<file path="config.mk">
export PLATFORM = sky130hd
export DESIGN_NAME = leading_one_detector_flat
export DESIGN_NICKNAME = d
export VERILOG_FILES = /design/src/rtl/lod_pkg.sv /design/src/rtl/leading_one_detector_if.sv /design/src/rtl/lod_tree.sv /design/src/rtl/leading_one_detector.sv /design/src/flat_wrapper.sv
export SDC_FILE = /design/constraint.sdc
export NUM_CORES = 1
export LEC_CHECK = 0
export BUFFER_PORTS_ARGS = -buffer_cell sky130_fd_sc_hd__buf_2
export CORE_AREA = 4 4 41 43
export CTS_CLUSTER_SIZE = 25
export DETAILED_ROUTE_END_ITERATION = 8
export DIE_AREA = 0 0 45 47
export GPL_ROUTABILITY_DRIVEN = 0
export HOLD_SLACK_MARGIN = 0.02
export PLACE_DENSITY = 0.53
export SYNTH_ARGS = -nofsm -noshare
export SYNTH_HDL_FRONTEND = slang
export SYNTH_SLANG_ARGS = --single-unit
</file>
<file path="constraint.sdc">
create_clock -name clk_i -period 1.4 [get_ports clk_i]
set_input_delay 0.28 -clock clk_i [delete_from_list [all_inputs] [get_ports clk_i]]
set_output_delay 0.28 -clock clk_i [all_outputs]
set_load 0.01 [all_outputs]
</file>
<file path="src/rtl/lod_pkg.sv">
// Shared constants and helpers for the leading-one detector: index width and the
// all-ones code that stands for "no bit set".
package lod_pkg;

   localparam int LOD_WIDTH_DEF = 9;

   // Width needed to hold 0..width-1 plus one spare all-ones code.
   function automatic int lod_idx_w(input int width);
      return $clog2(width + 1);
   endfunction

   // Seven bits covers the widest index (WIDTH=64 gives IDX_W=7).
   function automatic logic [6:0] lod_zero_code(input int idx_w);
      logic [7:0] w_full;
      w_full = 8'((9'd1 << idx_w) - 9'd1);
      return w_full[6:0];
   endfunction

endpackage

</file>
<file path="src/rtl/leading_one_detector_if.sv">
// Bus between a word producer and the leading-one detector: the scanned word
// plus the combinational and registered results.
interface leading_one_detector_if
   import lod_pkg::*;
#(
   parameter int WIDTH = LOD_WIDTH_DEF
);
   localparam int IDX_W = lod_idx_w(WIDTH);

   logic [WIDTH-1:0] number_i;
   logic [IDX_W-1:0] index_o;
   logic             zero_o;
   logic [IDX_W-1:0] index_q_o;
   logic             zero_q_o;

   // No handshake: number_i is sampled every cycle and the results are always valid.
   modport master (
      output number_i,
      input  index_o,
      input  zero_o,
      input  index_q_o,
      input  zero_q_o
   );

   modport slave (
      input  number_i,
      output index_o,
      output zero_o,
      output index_q_o,
      output zero_q_o
   );

endinterface

</file>
<file path="src/rtl/lod_tree.sv">
// Recursive binary tree locating the highest set bit; each node prefers its
// upper half whenever that half holds any set bit.
module lod_tree #(
   parameter int WIDTH = 9,
   parameter int IDX_W = 4
) (
   input  logic [WIDTH-1:0] i_bits,
   output logic             o_valid,
   output logic [IDX_W-1:0] o_idx
);

   generate
      if (WIDTH == 1) begin : g_leaf
         assign o_valid = i_bits[0];
         assign o_idx   = '0;
      end else begin : g_node
         localparam int LO_W = WIDTH / 2;
         localparam int HI_W = WIDTH - LO_W;
         // Indices reported by the upper child are relative to bit LO_W.
         localparam logic [IDX_W-1:0] LO_OFF = IDX_W'(LO_W);

         logic             w_hi_valid;
         logic [IDX_W-1:0] w_hi_idx;
         logic             w_lo_valid;
         logic [IDX_W-1:0] w_lo_idx;

         lod_tree #(
            .WIDTH (HI_W),
            .IDX_W (IDX_W)
         ) u_hi (
            .i_bits  (i_bits[WIDTH-1:LO_W]),
            .o_valid (w_hi_valid),
            .o_idx   (w_hi_idx)
         );

         lod_tree #(
            .WIDTH (LO_W),
            .IDX_W (IDX_W)
         ) u_lo (
            .i_bits  (i_bits[LO_W-1:0]),
            .o_valid (w_lo_valid),
            .o_idx   (w_lo_idx)
         );

         assign o_valid = w_hi_valid | w_lo_valid;
         assign o_idx   = w_hi_valid ? (w_hi_idx + LO_OFF) : w_lo_idx;
      end
   endgenerate

endmodule

</file>
<file path="src/rtl/leading_one_detector.sv">
// Leading-one detector: combinational MSB position of number_i plus a one-cycle
// registered copy; an all-zero word yields the all-ones index code.
module leading_one_detector
   import lod_pkg::*;
#(
   parameter int WIDTH = LOD_WIDTH_DEF
) (
   input  logic                    clk_i,
   input  logic                    rst_i,
   leading_one_detector_if.slave   bus
);

   localparam int IDX_W = lod_idx_w(WIDTH);
   localparam logic [IDX_W-1:0] ZERO_CODE = IDX_W'(lod_zero_code(IDX_W));

   logic             w_valid;
   logic [IDX_W-1:0] w_idx;
   logic [IDX_W-1:0] w_index;
   logic             w_zero;
   logic [IDX_W-1:0] r_index_q;
   logic             r_zero_q;

   lod_tree #(
      .WIDTH (WIDTH),
      .IDX_W (IDX_W)
   ) u_tree (
      .i_bits  (bus.number_i),
      .o_valid (w_valid),
      .o_idx   (w_idx)
   );

   assign w_zero  = ~w_valid;
   assign w_index = w_valid ? w_idx : ZERO_CODE;

   // Reset loads the zero-input encoding so downstream sees a consistent pair.
   always_ff @(posedge clk_i) begin
      if (rst_i) begin
         r_index_q <= ZERO_CODE;
         r_zero_q  <= 1'b1;
      end else begin
         r_index_q <= w_index;
         r_zero_q  <= w_zero;
      end
   end

   assign bus.index_o   = w_index;
   assign bus.zero_o    = w_zero;
   assign bus.index_q_o = r_index_q;
   assign bus.zero_q_o  = r_zero_q;

endmodule

</file>
<file path="src/flat_wrapper.sv">
// flat-port wrapper written by rule: the top's interface ports become plain ports
module leading_one_detector_flat import lod_pkg::*;
#(
   parameter int WIDTH = LOD_WIDTH_DEF
)
  (clk_i, rst_i, bus_number_i, bus_index_o, bus_zero_o, bus_index_q_o, bus_zero_q_o);
  leading_one_detector_if #(.WIDTH(WIDTH)) bus_i ();
  input  logic clk_i;
  input  logic rst_i;
  input wire logic [$bits(bus_i.number_i)-1:0] bus_number_i;
  output wire logic [$bits(bus_i.index_o)-1:0] bus_index_o;
  output wire logic [$bits(bus_i.zero_o)-1:0] bus_zero_o;
  output wire logic [$bits(bus_i.index_q_o)-1:0] bus_index_q_o;
  output wire logic [$bits(bus_i.zero_q_o)-1:0] bus_zero_q_o;
  assign bus_i.number_i = bus_number_i;
  assign bus_index_o = bus_i.index_o;
  assign bus_zero_o = bus_i.zero_o;
  assign bus_index_q_o = bus_i.index_q_o;
  assign bus_zero_q_o = bus_i.zero_q_o;
  leading_one_detector #(.WIDTH(WIDTH)) u_core (.clk_i(clk_i), .rst_i(rst_i), .bus(bus_i));
endmodule
</file>
* Word-level counts from Yosys, hierarchy flattened
Index checks and enable logic that the tools add are counted.
** Word-level totals
- Bits in registers :: 5
- Input port bits :: 11
** Cells by class
- Add/sub/neg operators :: 4
- Multiplexer cells :: 9
- Bitwise operators :: 9
** Operator list (number)
- $mux W4 :: 5
- $or A1 B1 Y1 :: 8
- $add A4 B1 Y4 const B :: 1
- $add A4 B2 Y4 const B :: 1
- $add A4 B3 Y4 const B :: 1
- $mux W1 :: 4
- $add A1 B2 Y3 const B :: 1
- $not A1 Y1 :: 1

* Logic depth before layout (Yosys ltp)
- Depth in word-level cells :: 8
- Depth in mapped cells :: 3
- Mapped depth without buffers :: 3

* Modules after synthesis
Synthesis repeated with hierarchy kept, for this count alone.
** Second synthesis, totals
- Cells, all modules :: 160
- Area, all modules :: 1242.4 um^2
** Modules (own cells, without submodules)
- lod_tree (u_core.u_tree.g_node.u_hi.g_node.u_hi ...) :: times used 5, cells each 13, area each 98.8 um^2
- lod_tree (u_core.u_tree.g_node.u_hi.g_node.u_hi.g_node.u_hi.g_node.u_hi ...) :: times used 9, cells each 6, area each 41.3 um^2
- leading_one_detector :: times used 1, cells each 15, area each 176.4 um^2
- lod_tree (u_core.u_tree.g_node.u_hi ...) :: times used 2, cells each 9, area each 72.6 um^2
- lod_tree (u_core.u_tree) :: times used 1, cells each 8, area each 55.1 um^2

* Worst setup path before layout
No wires, ideal clock.
- Kind :: input to output
- Start point :: in bus_number_i[6]
- End point :: out bus_index_o[0]
- Arrival time :: 1.207 ns
- Data required time :: 1.120 ns
- Setup slack :: -0.087 ns
- Stages on the path :: 2
- Path buffers :: 0
- Cell sequence :: or4_4 -> o31ai_1
** Between the ends
- Cells in the longest elaborated chain, start to end :: 5
- Elaborated cells between the ends (all ways) :: 7
** Ends and longest elaborated chain
- start, declared :: RTL line flat_wrapper.sv:10 : input wire logic [$bits(bus_i.number_i)-1:0] bus_number_i;
- $or A1 B1 Y1 (*) :: RTL line lod_tree.sv:45 : assign o_valid = w_hi_valid | w_lo_valid;
- $mux W4 :: RTL line lod_tree.sv:46 : assign o_idx = w_hi_valid ? (w_hi_idx + LO_OFF) : w_lo_idx;
- $add A4 B3 Y4 :: RTL line lod_tree.sv:46
- $mux W4 :: RTL line lod_tree.sv:46
- $mux W4 (*) :: RTL line leading_one_detector.sv:33 : assign w_index = w_valid ? w_idx : ZERO_CODE;
- end, declared :: RTL line flat_wrapper.sv:11 : output wire logic [$bits(bus_i.index_o)-1:0] bus_index_o;
Every way passes the cells marked *; elsewhere a longest branch is shown, timed or not.

* Worst setup path after layout
- Start point :: in bus_number_i[4]
- End point :: out bus_index_o[0]
** Between the ends
- Cells in the longest elaborated chain, start to end :: 4
- Elaborated cells between the ends (all ways) :: 5
** Ends and longest elaborated chain (RTL line)
- $or A1 B1 Y1 (*) (2 in a row) :: lod_tree.sv:45
- $mux W4 / $or A1 B1 Y1 (equally long branches) :: lod_tree.sv:46, lod_tree.sv:45
- $mux W4 (*) :: leading_one_detector.sv:33
Marked as above.

==> impl_metrics.csv <==
group,metric,value,unit
power_and_ir_drop,leakage,0.2360,nW
synthesis,synth.top_cell.area_share,37.74,%
clock_tree,numCtsBuffers,3,
worst_setup_path,crit_start,"bus_number_i[4]",
clock_tree,cts-root-buf,"clkbuf_4",
route,drc_errors,0,
global_route,grt_pass1_wl,1076,um
synthesis,synth_flop_cell,"dfxtp_1",
clock_tree,hold_buffers,0,
route,vias_per_cell,4.270,
timing,fin_hold_ws,0.2765,ns
run_status,violations,"negative setup slack",
die,core-area,1301,um2
synthesis,ys_seq_area_share,37.74,%
worst_setup_path,startpoint_type,"primary input",
synthesis,synthArstFlopShare,0,%
route,drtIter0Drc,0,
synthesis,yosys_warnings,0,
synthesis,synthTopCellsByArea,"dfxtp_1 (38%), or4_4 (8.5%), or2_1 (7.1%), nor2_1 (5.7%), o31ai_1 (5.7%)",
synthesis,ys_types,17,
synthesis,synth_largest_area_cell,"dfxtp_1",
finish,drive_gt1_share,66.10,%
timing,worst_pin_slew,0.3094,ns
die,dieArea,2115,um2
power_and_ir_drop,peakVddDrop,0.2156,mV
finish,nets,71,
route,dr.pass1.iters,1,
timing,rsz0062_at_grt,"yes",
synthesis,synth_cells,30,
clock_tree,clk_pin_slew,0.04,ns
global_route,grt_max_degree,10,
timing,final_hold_viol_count,0,
global_route,grt_overflow,0,
placement,dp_hpwl,632.1,um
die,fp.dieW,45,um
worst_setup_path,critical_path_required,1.12,ns
die,rows,13,
route,wl,712,um
synthesis,synth_seq_cells,5,
synthesis,synthesis.area,265.3,um2
timing,finalSetupTns,-0.6467,ns
synthesis,syn_nets,41,
finish,area_delta_synth_final,99.53,%
route,vias,316,
timing,fmax,0.6303,GHz
timing,fin_ws,-0.1866,ns
die,ioPinCount,21,
run,cap_violations,0,
finish,diodes,0,
worst_setup_path,crit_fanout,4,
power_and_ir_drop,power_density,809.1,nW/um2
worst_setup_path,crit_type,"in2out",
placement,io_buffers,20,
run_status,status,"complete, but fails checks",
worst_hold_path,holdCritStartpoint,"rst_i",
die,dieHeight,47,um
route,final_antenna_net_count,0,
clock_tree,cts_buffer_depth,2,
global_route,grt.total_usage,7.041,%
timing,timing.final.crit_period,1.587,ns
timing,slew_violations,0,
clock_tree,cts.sinks,5,
global_route,antenna_found_initial,0,
die,start_util,20.38,%
timing,setup_violations,4,
timing,slew_headroom,79.38,%
worst_setup_path,crit_arrival,1.31,ns
clock_tree,cts_tree,"done",
synthesis,syn-mean-instance-area,8.842,um2
timing,period_share,113.3,%
route,wl_per_cell,9.622,um
placement,dpl_worst_slack,-0.2382,ns
clock_tree,postCtsSetupBuffers,0,
global_route,grt_pass1_vias,292,
worst_setup_path,endpoint_kind,"primary output",
clock_tree,cts_max_level,1,
worst_hold_path,worstHoldPathType,"in2reg",
synthesis,synth-edff-count,0,
per-stage QoR:
| stage | std cells | utilization, % | power (mW) | instance area (um2) |
|---|---|---|---|---|
| after floorplan | 30 | - | 0.2000 | 279.0 |
| after global placement | 70 | 33.65 | 0.2513 | 437.9 |
| after detailed placement | 70 | 33.65 | 0.2523 | 437.9 |
| after CTS | 74 | 37.50 | 0.4266 | 488.0 |
| after global routing | 74 | 40.67 | 0.4521 | 529.3 |
| final | 74 | 40.67 | 0.4282 | 529.3 |
cells in the final DEF, fill, tap and decap left out, types with 2 or more instances in the layout:
master,Yosys,layout
dfxtp_1,5,5
inv_1,2,2
buf_6,0,5
o31ai_4,0,2
buf_4,0,6
or4_4,2,2
nor2_2,0,3
or2_1,3,3
clkbuf_4,0,3
buf_2,0,15
registers in the layout (all words and copies together), names as in the netlist:
name / cells
u_core.bus.index_q_o: 4
u_core.bus.zero_q_o: 1
synth_stat cells, drive strengths merged (2+ instances only):
| cell | instances |
|---|---|
| dfxtp | 5 |
| or4 | 2 |
| or2 | 3 |
| nor2 | 4 |
| a21oi | 2 |
| nor3 | 2 |
| o31ai | 2 |
| inv | 2 |
worst paths after layout:
kind	cells past startpoint	slack [ns]	to
worst max-delay path	4	-0.19	bus_index_o[0]
worst min-delay path	2	0.28	u_core.bus.zero_q_o
where the power goes:
part	internal, mW	leakage, nW	switching, mW
registers	0.152	0.0420	0.00153
logic	0.0603	0.179	0.0539
clock network	0.107	0.0150	0.0531
routing by layer:
layer  GRT usage (%)  vias up  wire [um]  part of all wire (%)
met5               0        -          0                     0
met4           7.018        0          0                     0
met1           7.078      136        252                    35
met2           12.15       13        379                    53
met3           1.149        0         80                    11
li1                -      167          -                     -
repair_timing:
action / 4_1_cts / 5_1_grt
pin swaps: 7 / 0
resized for setup: 4 / 8
setup endpoints to repair: 4 / 5
hold endpoints to repair: 0 / 0
worst max-delay path, cell delays in order:
cell,delay [ns]
buf_6,0.09
or4_4,0.57
o31ai_4,0.19
buf_2,0.17
cells by family after synthesis:
family / synth area share [%]
AO/OA/AOI/OAI: 23.11
buffers and inverters: 4.716
flip-flops: 37.74
AND/OR/NAND/NOR: 34.43
area by class of cell:
class	count	area (um2)
multi-input combinational	22	200.2
tap	15	18.77
clock buffer	4	26.28
fill	145	772.0
sequential	5	100.1
inverter	2	7.507
timing repair buffer	26	176.4
Power figures use the tool's default switching activity.
